File: config.mk
export PLATFORM = sky130hd
export DESIGN_NAME = lfsr_seq_core_flat
export DESIGN_NICKNAME = d
export VERILOG_FILES = /design/src/rtl/lfsr_seq_core_if.sv /design/src/rtl/lfsr_seq_core.sv /design/src/flat_wrapper.sv
export SDC_FILE = /design/constraint.sdc
export NUM_CORES = 2
export LEC_CHECK = 0
export BUFFER_PORTS_ARGS = -buffer_cell sky130_fd_sc_hd__buf_2
export CAP_MARGIN = 20
export CORE_MARGIN = 5
export CORE_UTILIZATION = 35
export DETAILED_ROUTE_END_ITERATION = 7
export PLACE_DENSITY = 0.48
export SETUP_SLACK_MARGIN = 0.5
export SLEW_MARGIN = 40
export SYNTH_ARGS = -nofsm -noshare
export SYNTH_HDL_FRONTEND = slang
export SYNTH_SLANG_ARGS = --single-unit
File: constraint.sdc
create_clock -name clk -period 14.3 [get_ports clk]
set_input_delay 1.43 -clock clk [delete_from_list [all_inputs] [get_ports clk]]
set_output_delay 1.43 -clock clk [all_outputs]
set_load 0.02 [all_outputs]
File: src/rtl/lfsr_seq_core_if.sv
// Control/instruction bus of the LFSR sequencer: start/busy/halted handshake plus ROM fetch.
// Combinational wiring only; no latency, no backpressure.
interface lfsr_seq_core_if #(
    parameter int W  = 8,
    parameter int AW = 8
);
    logic          start;
    logic          busy;
    logic          halted;
    logic [AW-1:0] instr_addr;
    logic [W+5:0]  instr;

    modport master (output start, output instr, input busy, input halted, input instr_addr);
    modport slave  (input start, input instr, output busy, output halted, output instr_addr);
endinterface

File: src/rtl/lfsr_seq_core.sv
// Instruction-driven W-bit LFSR pattern generator with pattern memory and HD accumulation.
// One instruction per cycle (RUN_N holds pc for N cycles); start is ignored while busy.
module lfsr_seq_core #(
    parameter int W     = 8,
    parameter int DEPTH = 256,
    parameter int AW    = 8,
    parameter int ACCW  = 16,
    localparam int HDW  = $clog2(W + 1),
    localparam int RAW  = (DEPTH > 1) ? $clog2(DEPTH) : 1
) (
    input  logic            clk,
    input  logic            rst_n,
    lfsr_seq_core_if.slave  ctl,
    output logic [W-1:0]    Q,
    output logic [W-1:0]    Q_next,
    output logic [HDW-1:0]  hd,
    output logic [ACCW-1:0] hd_acc,
    output logic [RAW-1:0]  r_addr,
    output logic            lock
);
    typedef enum logic [1:0] {S_IDLE, S_EXEC, S_RUNN, S_HALT} state_t;

    localparam logic [5:0] OP_CFG_TAP   = 6'h01;
    localparam logic [5:0] OP_INIT_L    = 6'h02;
    localparam logic [5:0] OP_RUN       = 6'h03;
    localparam logic [5:0] OP_STORE     = 6'h04;
    localparam logic [5:0] OP_LOAD      = 6'h05;
    localparam logic [5:0] OP_INIT_ADDR = 6'h06;
    localparam logic [5:0] OP_ADD_ADDR  = 6'h07;
    localparam logic [5:0] OP_SET_MODE  = 6'h08;
    localparam logic [5:0] OP_STORE_HD  = 6'h09;
    localparam logic [5:0] OP_RUN_N     = 6'h0A;
    localparam logic [5:0] OP_CLR_ACC   = 6'h0B;
    localparam logic [5:0] OP_HALT      = 6'h3F;

    state_t          state_q, state_d;
    logic [AW-1:0]   pc_q, pc_d;
    logic [W-1:0]    q_q, q_d;
    logic [W-1:0]    tap_q, tap_d;
    logic            mode_q, mode_d;
    logic [RAW-1:0]  ra_q, ra_d;
    logic [ACCW-1:0] acc_q, acc_d;
    logic [W-1:0]    cnt_q, cnt_d;

    logic [W-1:0]    mem [DEPTH];
    logic            mem_we;
    logic [W-1:0]    mem_wdat;

    logic [5:0]      opcode;
    logic [W-1:0]    operand;
    logic [W-1:0]    q_nx;
    logic [W-1:0]    q_diff;
    logic [HDW-1:0]  hd_c;
    logic [ACCW:0]   acc_sum;
    logic [ACCW-1:0] acc_sat;
    logic            step;

    assign opcode  = ctl.instr[W+5:W];
    assign operand = ctl.instr[W-1:0];

    // Galois feeds the MSB back into tapped positions; Fibonacci shifts in the tap parity.
    always_comb begin
        q_nx = {q_q[W-2:0], q_q[W-1]} ^ ({tap_q[W-1:1], 1'b0} & {W{q_q[W-1]}});
        if (mode_q) begin
            q_nx = {q_q[W-2:0], ^(tap_q & q_q)};
        end
    end

    assign q_diff = q_q ^ q_nx;

    always_comb begin
        hd_c = '0;
        for (int i = 0; i < W; i++) begin
            hd_c = hd_c + HDW'(q_diff[i]);
        end
    end

    assign acc_sum = {1'b0, acc_q} + (ACCW + 1)'(hd_c);
    assign acc_sat = acc_sum[ACCW] ? {ACCW{1'b1}} : acc_sum[ACCW-1:0];

    always_comb begin
        state_d  = state_q;
        pc_d     = pc_q;
        q_d      = q_q;
        tap_d    = tap_q;
        mode_d   = mode_q;
        ra_d     = ra_q;
        acc_d    = acc_q;
        cnt_d    = cnt_q;
        mem_we   = 1'b0;
        mem_wdat = q_q;
        step     = 1'b0;
        case (state_q)
            S_IDLE, S_HALT: begin
                if (ctl.start) begin
                    state_d = S_EXEC;
                    pc_d    = '0;
                end
            end
            S_EXEC: begin
                pc_d = pc_q + AW'(1);
                case (opcode)
                    OP_CFG_TAP:   tap_d  = operand;
                    OP_INIT_L:    q_d    = operand;
                    OP_RUN:       step   = 1'b1;
                    OP_STORE:     mem_we = 1'b1;
                    OP_LOAD:      q_d    = mem[ra_q];
                    OP_INIT_ADDR: ra_d   = operand[RAW-1:0];
                    OP_ADD_ADDR:  ra_d   = ra_q + operand[RAW-1:0];
                    OP_SET_MODE:  mode_d = operand[0];
                    OP_STORE_HD: begin
                        mem_we   = 1'b1;
                        mem_wdat = W'(hd_c);
                    end
                    OP_RUN_N: begin
                        if (operand != '0) begin
                            step = 1'b1;
                            if (operand != W'(1)) begin
                                state_d = S_RUNN;
                                cnt_d   = operand - W'(1);
                                pc_d    = pc_q;
                            end
                        end
                    end
                    OP_CLR_ACC:   acc_d  = '0;
                    OP_HALT: begin
                        state_d = S_HALT;
                        pc_d    = pc_q;
                    end
                    default: ;
                endcase
            end
            S_RUNN: begin
                step  = 1'b1;
                cnt_d = cnt_q - W'(1);
                if (cnt_q == W'(1)) begin
                    state_d = S_EXEC;
                    pc_d    = pc_q + AW'(1);
                end
            end
            default: state_d = S_IDLE;
        endcase
        if (step) begin
            q_d   = q_nx;
            acc_d = acc_sat;
        end
    end

    always_ff @(posedge clk or negedge rst_n) begin
        if (!rst_n) begin
            state_q <= S_IDLE;
            pc_q    <= '0;
            q_q     <= '0;
            tap_q   <= '0;
            mode_q  <= 1'b0;
            ra_q    <= '0;
            acc_q   <= '0;
            cnt_q   <= '0;
        end else begin
            state_q <= state_d;
            pc_q    <= pc_d;
            q_q     <= q_d;
            tap_q   <= tap_d;
            mode_q  <= mode_d;
            ra_q    <= ra_d;
            acc_q   <= acc_d;
            cnt_q   <= cnt_d;
        end
    end

    // Pattern memory keeps its contents across reset.
    always_ff @(posedge clk) begin
        if (mem_we) begin
            mem[ra_q] <= mem_wdat;
        end
    end

    assign Q              = q_q;
    assign Q_next         = q_nx;
    assign hd             = hd_c;
    assign hd_acc         = acc_q;
    assign r_addr         = ra_q;
    assign lock           = (q_q == '0);
    assign ctl.instr_addr = pc_q;
    assign ctl.busy       = (state_q == S_EXEC) || (state_q == S_RUNN);
    assign ctl.halted     = (state_q == S_HALT);
endmodule
File: src/flat_wrapper.sv
// flat-port wrapper written by rule: the top's interface ports become plain ports
module lfsr_seq_core_flat 
#(
    parameter int W     = 8,
    parameter int DEPTH = 256,
    parameter int AW    = 8,
    parameter int ACCW  = 16,
    localparam int HDW  = $clog2(W + 1),
    localparam int RAW  = (DEPTH > 1) ? $clog2(DEPTH) : 1
)
  (clk, rst_n, Q, Q_next, hd, hd_acc, r_addr, lock, ctl_start, ctl_instr, ctl_busy, ctl_halted, ctl_instr_addr);
  lfsr_seq_core_if #(.W(W), .AW(AW)) ctl_i ();
  input  logic clk;
  input  logic rst_n;
  output logic [W-1:0] Q;
  output logic [W-1:0] Q_next;
  output logic [HDW-1:0] hd;
  output logic [ACCW-1:0] hd_acc;
  output logic [RAW-1:0] r_addr;
  output logic lock;
  input wire logic [$bits(ctl_i.start)-1:0] ctl_start;
  input wire logic [$bits(ctl_i.instr)-1:0] ctl_instr;
  output wire logic [$bits(ctl_i.busy)-1:0] ctl_busy;
  output wire logic [$bits(ctl_i.halted)-1:0] ctl_halted;
  output wire logic [$bits(ctl_i.instr_addr)-1:0] ctl_instr_addr;
  assign ctl_i.start = ctl_start;
  assign ctl_i.instr = ctl_instr;
  assign ctl_busy = ctl_i.busy;
  assign ctl_halted = ctl_i.halted;
  assign ctl_instr_addr = ctl_i.instr_addr;
  lfsr_seq_core #(.W(W), .DEPTH(DEPTH), .AW(AW), .ACCW(ACCW)) u_core (.clk(clk), .rst_n(rst_n), .ctl(ctl_i), .Q(Q), .Q_next(Q_next), .hd(hd), .hd_acc(hd_acc), .r_addr(r_addr), .lock(lock));
endmodule
==> key figures <==
Outcome
  • Status: completed

Synth
  • Main synth FF type: edfxtp_1
  • Top post-synthesis cells by area: edfxtp_1, mux4_2, dfrtp_1, nor2_1, mux2i_1
  • Simple-Gate Fraction of Synth Area: 3.82%
  • Warnings from Yosys: 0
  • Ys async rst share: 2.80%
  • Post-synthesis sequential area ratio: 75.0%
  • Cell count after synthesis: 4141
  • Flops & latches, synth: 2107
  • XOR/XNOR share of the synthesized area: 0.334%
  • Compound-cell area share of the yosys netlist: 2.95%
  • Syn Nets: 4187
  • Dominant cell type by area after synthesis: edfxtp_1
  • Ranking of synthesized cells by instance count: edfxtp_1, mux4_2, nor2_1
  • Adder-Cell Fraction of Synth Area: 0.486%
  • Most frequent cell after synthesis: edfxtp_1
  • Distinct cell type count after synthesis: 81
  • Largest family of logic cells by synthesized area: multiplexers
  • Post-synth EDFFs: 2048
  • Mapped Avg Cell Area: 20.3 µm²
  • Synthesized cell area: 83900 µm²
  • Synth top area share: 73.3%
  • Mux contribution to synthesized area: 15.7%

Finish
  • Fillers: 21.2k
  • Final #Nets: 4352
  • Reg area: 63000 µm²
  • Fraction of layout cells with a size suffix above 1: 29.4%
  • Area of the multi-input gates: 20300 µm²
  • Final core occ: 40.3%
  • Synth-to-layout area growth: 14.4%
  • Post-route insts no fill: 7666

Placed design
  • Dpl cells: 7248
  • Port Buffers: 71
  • RD Place Congestion: 0.839
  • Hpwl dp: 150000 µm

Timing
  • Setup violators final: 0
  • Worst Tran Pin Value: 0.960 ns
  • Period Utilization, post-route: 46.1%
  • Fmax: 152 MHz
  • Setup TNS: 0 ns
  • Worst clock skew: 0.0384 ns
  • Final min period: 6.59 ns
  • Max-slew violations: 0
  • Rel. slew slack: 35.5%
  • RSZ-0062 raised after global routing: no
  • Final Hold Fails: 0

Pwr
  • Peak VDD IR: 0.000245 V
  • Gate power share: 33.2%
  • Sw Ratio: 34.8%
  • Leakage: 29.3 nW
  • PD cells: 209 nW/µm²
  • Net Sw Power: 6.99 mW
  • Internal power: 13.1 mW
  • Clock power frac: 27.6%
  • Sequential share of power: 39.2%
  • Pwr Total: 20.1 mW

GRT
  • Antenna violations before repair: 8
  • Total congestion overflow: 0
  • Largest net degree at the start of global routing: 177
  • GRT Util Overall: 19.4%
  • Vias in the first global route: 42.4k
  • First-pass GRT wire length: 345000 µm

Setup path
  • Worst-case reg-to-reg path depth: 20
  • Worst setup EP type: output pin
  • Crit path max-delay cell type: nor2b_1
  • Critical Path RT: 12.87 ns
  • Worst Path Max Fanout: 8
  • Reg2reg start: u_core.Q[7]
  • WP data arrival: 5.16 ns
  • Most used cell, CP: fa_1
  • Worst flop-to-flop path endpoint: u_core.hd_acc[0]
  • Worst R2R Setup Slack: 7.80 ns
  • Crit path from: u_core.Q[7]
  • Worst Setup EP: hd[2]
  • CP max stage delay: 0.57 ns
  • Worst setup SP type: flip-flop
  • Type of the worst setup path: reg -> out
  • CP cell instances: nor2b_1 > nand2_1 > xnor2_1 > xor2_1 > ha_1 > inv_1 > fa_1 > inv_1 > fa_1 > inv_1 > fa_1 > fa_1 > xnor2_1 > buf_2

Floorplan
  • Die area: 250000 µm²
  • Die H: 500 µm
  • # rows: 179
  • Core box area: 238000 µm²
  • Starting Density: 35.2%
  • I/O pins: 72
  • Die X: 500 µm

Routing
  • Post-route DRC violation count: 0
  • Routed vias: 42.7k
  • DRT Wirelength: 246000 µm
  • Via/cell ratio: 5.57
  • Initial DRC Count: 4969
  • Wire per inst: 32.1 µm
  • First-pass detailed-route iteration total: 7
  • Antenna viol nets, final: 0

Run
  • Max_cap viols: 0

Clocking
  • Reg clk slew, reported paths: 0.06 ns
  • CTS tree: yes
  • Clock Latency Late Sink: 0.86 ns
  • Root buffer cell: clkbuf_16
  • Hold_buf cts: 0
  • Clk sinks: 2107
  • Cts repair resizes: 0
  • CTS buffer count: 218
  • Post-CTS setup buffers: 0
  • H-tree depth: 4
  • Clock buffer depth: 3

Worst hold path
  • Worst hold path class: reg -> reg
==> worst min-delay path by stage <==
stage	end	cells past startpoint	slack [ns]	start
6_report	u_core.tap_q[0]	1	0.51	u_core.tap_q[0]
5_1_grt	u_core.tap_q[0]	1	0.53	u_core.tap_q[0]
4_1_cts	u_core.tap_q[0]	1	0.52	u_core.tap_q[0]
3_3_place_gp	u_core.tap_q[0]	1	0.50	u_core.tap_q[0]
3_5_place_dp	u_core.tap_q[0]	1	0.50	u_core.tap_q[0]
2_1_floorplan	u_core.tap_q[0]	1	0.48	u_core.tap_q[0]
==> critical path, delay by kind of cell, from the launching register on <==
family	cells	cell delay [ns]
AND/OR/NAND/NOR	2	0.72
XOR/XNOR	3	0.65
adder cells (fa/ha/maj)	5	2.10
buffers and inverters	4	0.39
flip-flops	1	0.44
==> layout make-up <==
cell class	instances	area share, %
flip-flops and latches	2107	65.6
multi-input cells	1759	21.2
clock buffers	288	6.00
well taps	3167	4.13
repair buffers	190	1.75
clock inverters	120	1.19
inverters	30	0.125
diodes	5	0.0130
==> power by group through the flow <==
stage / combinational, mW / clock (mW) / sequential [mW]
final: 6.67 / 5.53 / 7.87
after global placement: 6.57 / 0 / 8.01
after floorplan: 3.93 / 0 / 8.24
after global routing: 7.07 / 5.92 / 7.89
after CTS: 6.71 / 5.66 / 7.88
after detailed placement: 6.70 / 0 / 8.01
==> stage by stage <==
step / worst slack (ns) / hold slack (ns) / area, µm²
after CTS: 7.59 / 0.517 / 95700
final: 7.71 / 0.514 / 96000
after detailed placement: 7.59 / 0.501 / 88800
after global placement: 7.44 / 0.502 / 88100
after floorplan: 2.03 / 0.481 / 83900
after global routing: 7.33 / 0.529 / 96000
==> metal layers <==
layer	track usage (%)	vias to the layer above	routed length (µm)	share of wire, %
met3	3.58	332	16200	6.6
met1	28.4	23284	109000	44
met5	0	-	0	0
met4	5.71	0	7330	3.0
met2	29.8	1589	114000	46
li1	-	17490	-	-
==> state kept, by name (all words and copies together), names as in the netlist <==
signal                 flops
u_core.mem              2048
u_core.Q                   8
u_core.tap_q               8
u_core.ctl.instr_addr      8
u_core.hd_acc             16
u_core.mode_q              1
u_core.cnt_q               8
u_core.r_addr              8
u_core.state_q             2
==> logic make-up (layout without fill, tap and decap cells) <==
group | count (synthesis) | in the layout
DFF | 2107 | 2107
and+or+nand+nor | 699 | 699
muxes | 643 | 643
AOI/OAI and AO/OA | 356 | 356
buffers and inverters | 275 | 628
xor gates and xnor gates | 32 | 32
adders and majority gates | 29 | 29
other | 0 | 5
==> cell usage in the layout (no fill, tap or decap), types with 16 or more instances in the layout <==
| cell type | netlist | routed |
|---|---|---|
| a22o_1 | 25 | 25 |
| nor2b_1 | 38 | 28 |
| mux2_2 | 20 | 19 |
| a221oi_1 | 17 | 17 |
| a31oi_1 | 18 | 18 |
| mux4_2 | 526 | 526 |
| clkbuf_1 | 106 | 68 |
| nand2_2 | 0 | 19 |
| edfxtp_1 | 2048 | 2048 |
| buf_2 | 68 | 73 |
| mux2i_1 | 89 | 89 |
| buf_12 | 3 | 16 |
| nor2_2 | 0 | 219 |
| inv_1 | 30 | 28 |
| a22oi_1 | 37 | 37 |
| nor2_1 | 300 | 80 |
| xnor2_1 | 21 | 21 |
| nor3_1 | 34 | 30 |
| nand2_1 | 165 | 145 |
| o22ai_1 | 31 | 31 |
| nand4_1 | 18 | 18 |
| clkbuf_16 | 0 | 220 |
| clkinv_1 | 0 | 46 |
| buf_4 | 27 | 81 |
| ha_1 | 23 | 23 |
| nand3_1 | 55 | 55 |
| dfrtp_1 | 59 | 54 |
| o21ai_0 | 66 | 64 |
| a21oi_1 | 51 | 48 |
| clkinv_2 | 0 | 42 |
Note: power is estimated with default switching activity, not from simulation.
